## config.mk

```make
export PLATFORM = sky130hd
export DESIGN_NAME = button_debouncer
export DESIGN_NICKNAME = d
export VERILOG_FILES = /design/src/rtl/button_debouncer.sv
export SDC_FILE = /design/constraint.sdc
export NUM_CORES = 1
export LEC_CHECK = 0
export CAP_MARGIN = 20
export CORE_ASPECT_RATIO = 0.9
export CORE_MARGIN = 8
export CORE_UTILIZATION = 52
export DETAILED_ROUTE_END_ITERATION = 6
export PLACE_DENSITY = 0.78
export SYNTH_ARGS = -nofsm -noshare
export SYNTH_HDL_FRONTEND = slang
export SYNTH_SLANG_ARGS = --single-unit
export TNS_END_PERCENT = 50
```

## constraint.sdc

```tcl
create_clock -name clk -period 1.76 [get_ports clk]
set_input_delay 0.528 -clock clk [delete_from_list [all_inputs] [get_ports clk]]
set_output_delay 0.528 -clock clk [all_outputs]
set_load 0.01 [all_outputs]
```

## src/rtl/button_debouncer.sv

```systemverilog
// Button debouncer: synchronises a raw, bouncing button/switch level into the clk
// domain and only accepts a new level once it has been seen for STABLE_CYCLES
// consecutive synchronised samples. Feeds a rising-edge-to-pulse stage that
// needs exactly one clean 0->1 transition per physical press.
//
// Parameters:
//   SYNC_STAGES   - synchroniser depth (>= 2)
//   STABLE_CYCLES - consecutive samples needed to accept a new level (>= 1)
// Ports:
//   clk      - clock, all logic in this domain
//   reset    - asynchronous active-low reset (release already synchronised)
//   data_in  - raw asynchronous button level
//   data_out - debounced level
//   settling - high while a candidate level change is being timed
module button_debouncer #(
  parameter int unsigned SYNC_STAGES   = 2,
  parameter int unsigned STABLE_CYCLES = 1_000_000
) (
  input  logic clk,
  input  logic reset,
  input  logic data_in,
  output logic data_out,
  output logic settling
);

  localparam int unsigned CntW = $clog2(STABLE_CYCLES + 1);
  localparam logic [CntW-1:0] CntLast = CntW'(STABLE_CYCLES - 1);
  // With a one-sample threshold the first differing sample is accepted at once,
  // so the counter must stay at zero to respect its STABLE_CYCLES-1 ceiling.
  localparam logic [CntW-1:0] CntFirst = (STABLE_CYCLES == 1) ? '0 : CntW'(1);

  // Encoding chosen so data_out and settling are state flop bits directly.
  typedef enum logic [1:0] {
    StStable0  = 2'b00,
    StPending1 = 2'b01,
    StStable1  = 2'b10,
    StPending0 = 2'b11
  } state_e;

  logic [SYNC_STAGES-1:0] sync_q;
  logic                   s;
  state_e                 state_q, state_d;
  logic [CntW-1:0]        cnt_q, cnt_d;

  // Synchroniser chain; nothing else touches data_in.
  always_ff @(posedge clk or negedge reset) begin
    if (!reset) begin
      sync_q <= '0;
    end else begin
      sync_q <= {sync_q[SYNC_STAGES-2:0], data_in};
    end
  end

  assign s = sync_q[SYNC_STAGES-1];

  always_ff @(posedge clk or negedge reset) begin
    if (!reset) begin
      state_q <= StStable0;
      cnt_q   <= '0;
    end else begin
      state_q <= state_d;
      cnt_q   <= cnt_d;
    end
  end

  always_comb begin
    state_d = state_q;
    cnt_d   = cnt_q;
    unique case (state_q)
      StStable0: begin
        if (s) begin
          cnt_d   = CntFirst;
          state_d = (STABLE_CYCLES == 1) ? StStable1 : StPending1;
        end else begin
          cnt_d = '0;
        end
      end
      StPending1: begin
        if (s) begin
          if (cnt_q == CntLast) begin
            state_d = StStable1;
            cnt_d   = '0;
          end else begin
            cnt_d = cnt_q + CntW'(1);
          end
        end else begin
          // Glitch rejected; no partial credit kept.
          state_d = StStable0;
          cnt_d   = '0;
        end
      end
      StStable1: begin
        if (!s) begin
          cnt_d   = CntFirst;
          state_d = (STABLE_CYCLES == 1) ? StStable0 : StPending0;
        end else begin
          cnt_d = '0;
        end
      end
      StPending0: begin
        if (!s) begin
          if (cnt_q == CntLast) begin
            state_d = StStable0;
            cnt_d   = '0;
          end else begin
            cnt_d = cnt_q + CntW'(1);
          end
        end else begin
          state_d = StStable1;
          cnt_d   = '0;
        end
      end
    endcase
  end

  assign data_out = state_q[1];
  assign settling = state_q[0];

endmodule
```

Word level (Yosys, flattened, before mapping) --
Cells that the tools add are included.
Word-level totals: input port bits 3, register bits after elaboration 24
Operators by class: reductions and logical operators 2, equal/unequal tests 8, muxes and demuxes 13, add/sub/neg operators 1
Operators with widths (number):
- $pmux W20 S4 | 1
- $mux W20 | 3
- $add A20 B1 Y20 const B | 1
- $eq A20 B20 Y1 const B | 1
- $mux W2 | 6
- $pmux W2 S4 | 1
- $ne A3 B3 Y1 const B | 2
- $eq A2 B2 Y1 const B | 2
- $ne A2 B2 Y1 const B | 2
- $reduce_and A4 Y1 | 1
- $eq A2 B1 Y1 const B | 1
- $logic_not A2 Y1 | 1
- $mux W1 | 2

Depth between registers and ports, before layout --
Gate-level depths: netlist (run 1).
depth in word-level cells 4, depth in mapped cells 6, mapped depth without buffers 5

Worst setup path after synthesis (run 1) --
Ideal clock, no wire load.
kind register -> register, from reg cnt_q[0], to reg (tool-made name), path slack 0.085 ns, cell stages (with the launch flop) 6, path buffers 0, required time 1.632 ns, data arrival time 1.547 ns, clock period less this slack 1.675 ns, path through dfrtp_1 -> ha_1 -> and4_1 -> nand2_1 -> nor4_4 -> mux2_1
RTL lines:
- start, declared | line 43 | logic [CntW-1:0] cnt_q, cnt_d;
- start signal, assigned | line 62 | cnt_q <= cnt_d;

==> flow_metrics.env, run 1 <==
export IMPL_final_common_cell="dfrtp_1"
export IMPL_crit_type="reg2reg"
export IMPL_hold_class="reg2reg"
export IMPL_outcome="finished, final reports clean"
export IMPL_io_buffers=4
export IMPL_yosysWarnings=0
export IMPL_yosysSeqAreaShare=0.5016
export IMPL_clock_path_buffers=2
export IMPL_die_area_sq_mm=0.004096
export IMPL_critPathMaxFanout=4
export IMPL_slew_headroom=0.8003
export IMPL_r2r_setup_slack_ns=0.08
export IMPL_mostFrequentLayoutCells="dfrtp_1 (22), nor2_1 (16), xor2_1 (11), buf_4 (11), nand4_1 (7)"
export IMPL_core_area_sq_mm=0.002182
export IMPL_crit_path_end_kind="flop"
export IMPL_synth_area_leaders="dfrtp_1 (50%), xor2_1 (8.0%), nor2_1 (5.0%), nand4_1 (3.7%), buf_4 (3.1%)"
export IMPL_finClkSkew_ns=0.001902
export IMPL_min_to="sync_q[1]"
export IMPL_fin_nets=134
export IMPL_fmax_mhz=594.8
export IMPL_grt_pass1_vias=951
export IMPL_routed_via_density=5.756
export IMPL_ys_ff_latch=24
export IMPL_final_layout_size_suffix_gt1_frac=0.2093
export IMPL_synth_fp_nets=118
export IMPL_design_area_sq_mm=0.001384
export IMPL_r2r_start="cnt_q[10]"
export IMPL_cts_hold_buf=0
export IMPL_rr_worst_depth=4
export IMPL_die_x_um=66.58
export IMPL_total_power_mw=0.9010
export IMPL_clock_sinks=24
export IMPL_drcViolationCount=0
export IMPL_fin_crit_ns=1.681
export IMPL_final_antenna_net_count=0
export IMPL_insertedDiodeCount=0
export IMPL_antenna_found_initial=0
export IMPL_hold_viol_final=0
export IMPL_met1_usage=0.1510
export IMPL_die_h_um=61.53
export IMPL_syn_inst=114
export IMPL_grt_use_met3=0.05455
export IMPL_clk_pin_slew_ns=0.12
export IMPL_wl_per_cell_um=14.94
export IMPL_hp_start="sync_q[0]"
export IMPL_grt_max_degree=25
export IMPL_p_leak_nw=0.5972
export IMPL_hold_depth=0
export IMPL_whs_ns=0.3794
export IMPL_boundaryPins=5
export IMPL_slew_viol_final=0
export IMPL_ir_drop_v=0.0005218
export IMPL_rows=16
export IMPL_cts_root_buf="clkbuf_4"
export IMPL_clkLatencyLatePin_ns=0.31
export IMPL_first_pass_iters=6
export IMPL_start_util=0.5487
export IMPL_cts_buffers_inserted=3
export IMPL_powerDensity_mw_per_mm2=651.1
export IMPL_drt_iter0_drc=24
export IMPL_use_met2=0.2084
export IMPL_utilization=0.6342
export IMPL_period_share=0.9553
export IMPL_gp_congestion=0.8193
export IMPL_startpoint_type="flop"
export IMPL_maxCapViolations=0
export IMPL_synth_top_area_frac=0.5016
export IMPL_synthesis_area_sq_mm=0.001197
export IMPL_vias=898
export IMPL_cp_data_arrival_time_ns=1.89
export IMPL_drt_wl_total_um=2330
export IMPL_tightest_slew_ns=0.2996
export IMPL_grt_pass1_wl_um=4126
export IMPL_syn_area_per_cell_sq_um=10.50
export IMPL_ys_types=26
export IMPL_cts_tree="done"
export IMPL_finalSetupViolations=0
export IMPL_post_dp_hpwl_um=1565
export IMPL_grt_most_used_layer="met2"
export IMPL_synth_top_area_cell="dfrtp_1"
export IMPL_area_delta_synth_final_pct=15.57
export IMPL_grt_usage=0.1294
export IMPL_placed_area_sq_mm=0.001301
export IMPL_crit_required_ns=1.97
export IMPL_globalRoute_totalOverflow=0
export IMPL_cts_htree_levels=1
cells in the mapped netlist (all sizes together):
library cell	instances
a21o	1
a21oi	6
and2	2
and4	4
buf	5
dfrtp	24
ha	1
inv	2
mux2	1
nand2	7
nand3	6
nand4	8
nor2	16
nor4	2
nor4b	1
o21ai	4
o31ai	4
or3	4
or4	2
xnor2	3
xor2	11
kinds of logic after synthesis:
group,count (synthesis),share of synthesized area
and+or+nand+nor,52,0.2612
DFF,24,0.5016
AOI/OAI and AO/OA,15,0.07733
xor gates and xnor gates,14,0.1024
buffers and inverters,7,0.03762
muxes,1,0.009404
adders and majority gates,1,0.01045
worst max path at each step:
stage | slack (ns) | to | start | depth (start not counted)
after floorplan | 0.09 | flop | cnt_q[0] | 5
after global placement | 0.12 | flop | cnt_q[16] | 4
after detailed placement | 0.07 | flop | cnt_q[16] | 4
after CTS | 0.06 | flop | cnt_q[16] | 4
after global routing | -0.02 | flop | cnt_q[10] | 4
final | 0.08 | flop | cnt_q[10] | 4
power breakdown:
group	total, mW	internal (mW)	switching (mW)
Sequential	0.565	0.559	0.00621
Clock	0.284	0.126	0.158
Combinational	0.0520	0.0221	0.0299
Total	0.901	0.707	0.194
routing by layer:
metal / wire length (um) / up-vias
met4: 18 / 0
met1: 1049 / 443
li1: - / 431
met3: 127 / 2
met5: 0 / -
met2: 1135 / 22
stage by stage:
step / instances / setup slack (ns) / TNS (ns)
3_3_place_gp: 149 / 0.1248 / 0
3_5_place_dp: 149 / 0.07210 / 0
6_report: 156 / 0.07875 / 0
2_1_floorplan: 114 / 0.08542 / 0
5_1_grt: 156 / -0.01970 / -0.01970
4_1_cts: 155 / 0.05612 / 0
area by class of cell:
cell class,count,area [sq um]
well taps,27,33.78
inverters,2,7.507
flip-flops and latches,24,603.1
repair buffers,16,131.4
clock buffers,4,36.28
multi-input cells,83,571.8
fillers,176,798.3
sequential cells by signal (all words and copies together), names as in the netlist, named ones only:
signal and flops:
cnt_q 20, sync_q 2, state_q 1
worst max-delay path, cell delays in order, from the launching register on:
cell,delay [ns]
dfrtp_1,0.44
nor4b_2,0.31
nand2_1,0.16
nor4_4,0.31
mux2_1,0.35
timing repair:
item,in CTS,in global routing
buffers inserted,2,1
pin swaps,0,2
resized for setup,3,6
setup endpoints to repair,2,13
(Power assumes the default switching activity.)
==> run 2, diff against run 1 <==
MAX_ROUTING_LAYER = met4   (was not set)
TNS_END_PERCENT = not set   (was 50)
==> flow_metrics.env, run 2 (synthesis results as in run 1) <==
export IMPL_powerDensity_mw_per_mm2=651.6
export IMPL_clkLatencyLatePin_ns=0.31
export IMPL_ir_drop_v=0.0005247
export IMPL_die_area_sq_mm=0.004096
export IMPL_r2r_setup_slack_ns=0.08
export IMPL_clock_path_buffers=2
export IMPL_hold_viol_final=0
export IMPL_final_common_cell="dfrtp_1"
export IMPL_area_delta_synth_final_pct=15.57
export IMPL_cts_tree="done"
export IMPL_die_h_um=61.53
export IMPL_io_buffers=4
export IMPL_globalRoute_totalOverflow=0
export IMPL_final_antenna_net_count=0
export IMPL_core_area_sq_mm=0.002182
export IMPL_cts_root_buf="clkbuf_4"
export IMPL_routed_via_density=5.808
export IMPL_cts_buffers_inserted=3
export IMPL_grt_pass1_wl_um=4126
export IMPL_tightest_slew_ns=0.2973
export IMPL_critPathMaxFanout=4
export IMPL_drt_iter0_drc=24
export IMPL_placed_area_sq_mm=0.001301
export IMPL_largest_registers="cnt_q: 20 flops, sync_q: 2 flops, state_q: 1 flops"
export IMPL_fmax_mhz=596.4
export IMPL_slew_viol_final=0
export IMPL_die_x_um=66.58
export IMPL_drcViolationCount=0
export IMPL_cts_htree_levels=1
export IMPL_fillCellCount=176
export IMPL_post_dp_hpwl_um=1565
export IMPL_total_power_mw=0.9017
export IMPL_clk_pin_slew_ns=0.12
export IMPL_startpoint_type="flop"
export IMPL_start_util=0.5487
export IMPL_multi_input_area_sq_um=571.8
export IMPL_finalSetupViolations=0
export IMPL_utilization=0.6342
export IMPL_drt_wl_total_um=2323
export IMPL_rr_worst_depth=4
export IMPL_first_pass_iters=5
export IMPL_period_share=0.9528
export IMPL_hold_class="reg2reg"
export IMPL_final_layout_size_suffix_gt1_frac=0.2093
export IMPL_antenna_found_initial=0
export IMPL_cp_data_arrival_time_ns=1.89
export IMPL_maxCapViolations=0
export IMPL_fin_nets=134
export IMPL_grt_max_degree=25
export IMPL_crit_type="reg2reg"
export IMPL_insertedDiodeCount=0
export IMPL_mostFrequentLayoutCells="dfrtp_1 (22), nor2_1 (16), xor2_1 (11), buf_4 (11), nand4_1 (7)"
export IMPL_seq_area_sq_um=603.1
export IMPL_gp_congestion=0.8314
export IMPL_grt_pass1_vias=951
export IMPL_largest_reg_flops=20
export IMPL_cp_startpoint="cnt_q[10]"
export IMPL_slew_headroom=0.8018
export IMPL_r2r_start="cnt_q[10]"
export IMPL_vias=906
export IMPL_boundaryPins=5
export IMPL_regMostFlops="cnt_q"
export IMPL_p_leak_nw=0.5972
export IMPL_outcome="finished, final reports clean"
export IMPL_rows=16
export IMPL_clock_sinks=24
export IMPL_crit_required_ns=1.97
export IMPL_crit_path_end_kind="flop"
export IMPL_finClkSkew_ns=0.002700
export IMPL_wl_per_cell_um=14.89
export IMPL_design_area_sq_mm=0.001384
export IMPL_grt_usage=0.1331
export IMPL_fin_crit_ns=1.677
-- run 2: cell counts in the layout (fill, tap and decap cells not counted) --
Identical to the previous run, type by type.
-- run 2: how the worst min path moves through the flow --
stage	startpoint	end	slack, ns	depth (start not counted)
global route	sync_q[0]	sync_q[1]	0.39	0
CTS	sync_q[0]	sync_q[1]	0.39	0
finish	sync_q[0]	sync_q[1]	0.38	0
global placement	sync_q[0]	sync_q[1]	0.34	0
detailed placement	sync_q[0]	sync_q[1]	0.35	0
floorplan	reset	asynchronous set/reset pin	0.23	0
-- run 2: layer usage --
metal | track usage | part of all wire | wire length (um)
met4 | 0.04559 | 0.0095 | 22
met3 | 0.05273 | 0.063 | 146
met1 | 0.1521 | 0.44 | 1025
met5 | - | 0 | 0
met2 | 0.2084 | 0.49 | 1128
-- run 2: critical path, cell delays in order, from the launching register on --
cell and delay [ns]:
dfrtp_1 0.44, nor4b_2 0.31, nand2_1 0.16, nor4_4 0.31
mux2_1 0.35
-- run 2: area by class of cell --
cell class | instances | share of cell area
multi-input combinational | 83 | 0.4132
clock buffer | 4 | 0.02622
inverter | 2 | 0.005425
timing repair buffer | 16 | 0.09494
sequential | 24 | 0.4358
tap | 27 | 0.02441
-- run 2: repair_timing --
action	CTS	global route
cloned	0	0
endpoints found under the hold margin	0	0
pin swaps	0	2
hold buffers	0	0
setup buffers	2	1
resized for setup	3	6
endpoints found under the setup margin	2	13
-- run 2: metrics by stage --
stage	hold WS [ns]	instances	setup TNS, ns	setup slack, ns
final	0.3812	156	0	0.08313
after global placement	0.3446	149	0	0.1248
after floorplan	0.2324	114	0	0.08542
after global routing	0.3857	156	-0.01970	-0.01970
after CTS	0.3860	155	0	0.05612
after detailed placement	0.3469	149	0	0.07210
-- run 2: power by group --
group          switching [mW]  internal, mW  leakage [nW]
combinational          0.0299        0.0221         0.253
clock                   0.158         0.126        0.0210
sequential            0.00615         0.559         0.323
total                   0.195         0.707         0.597
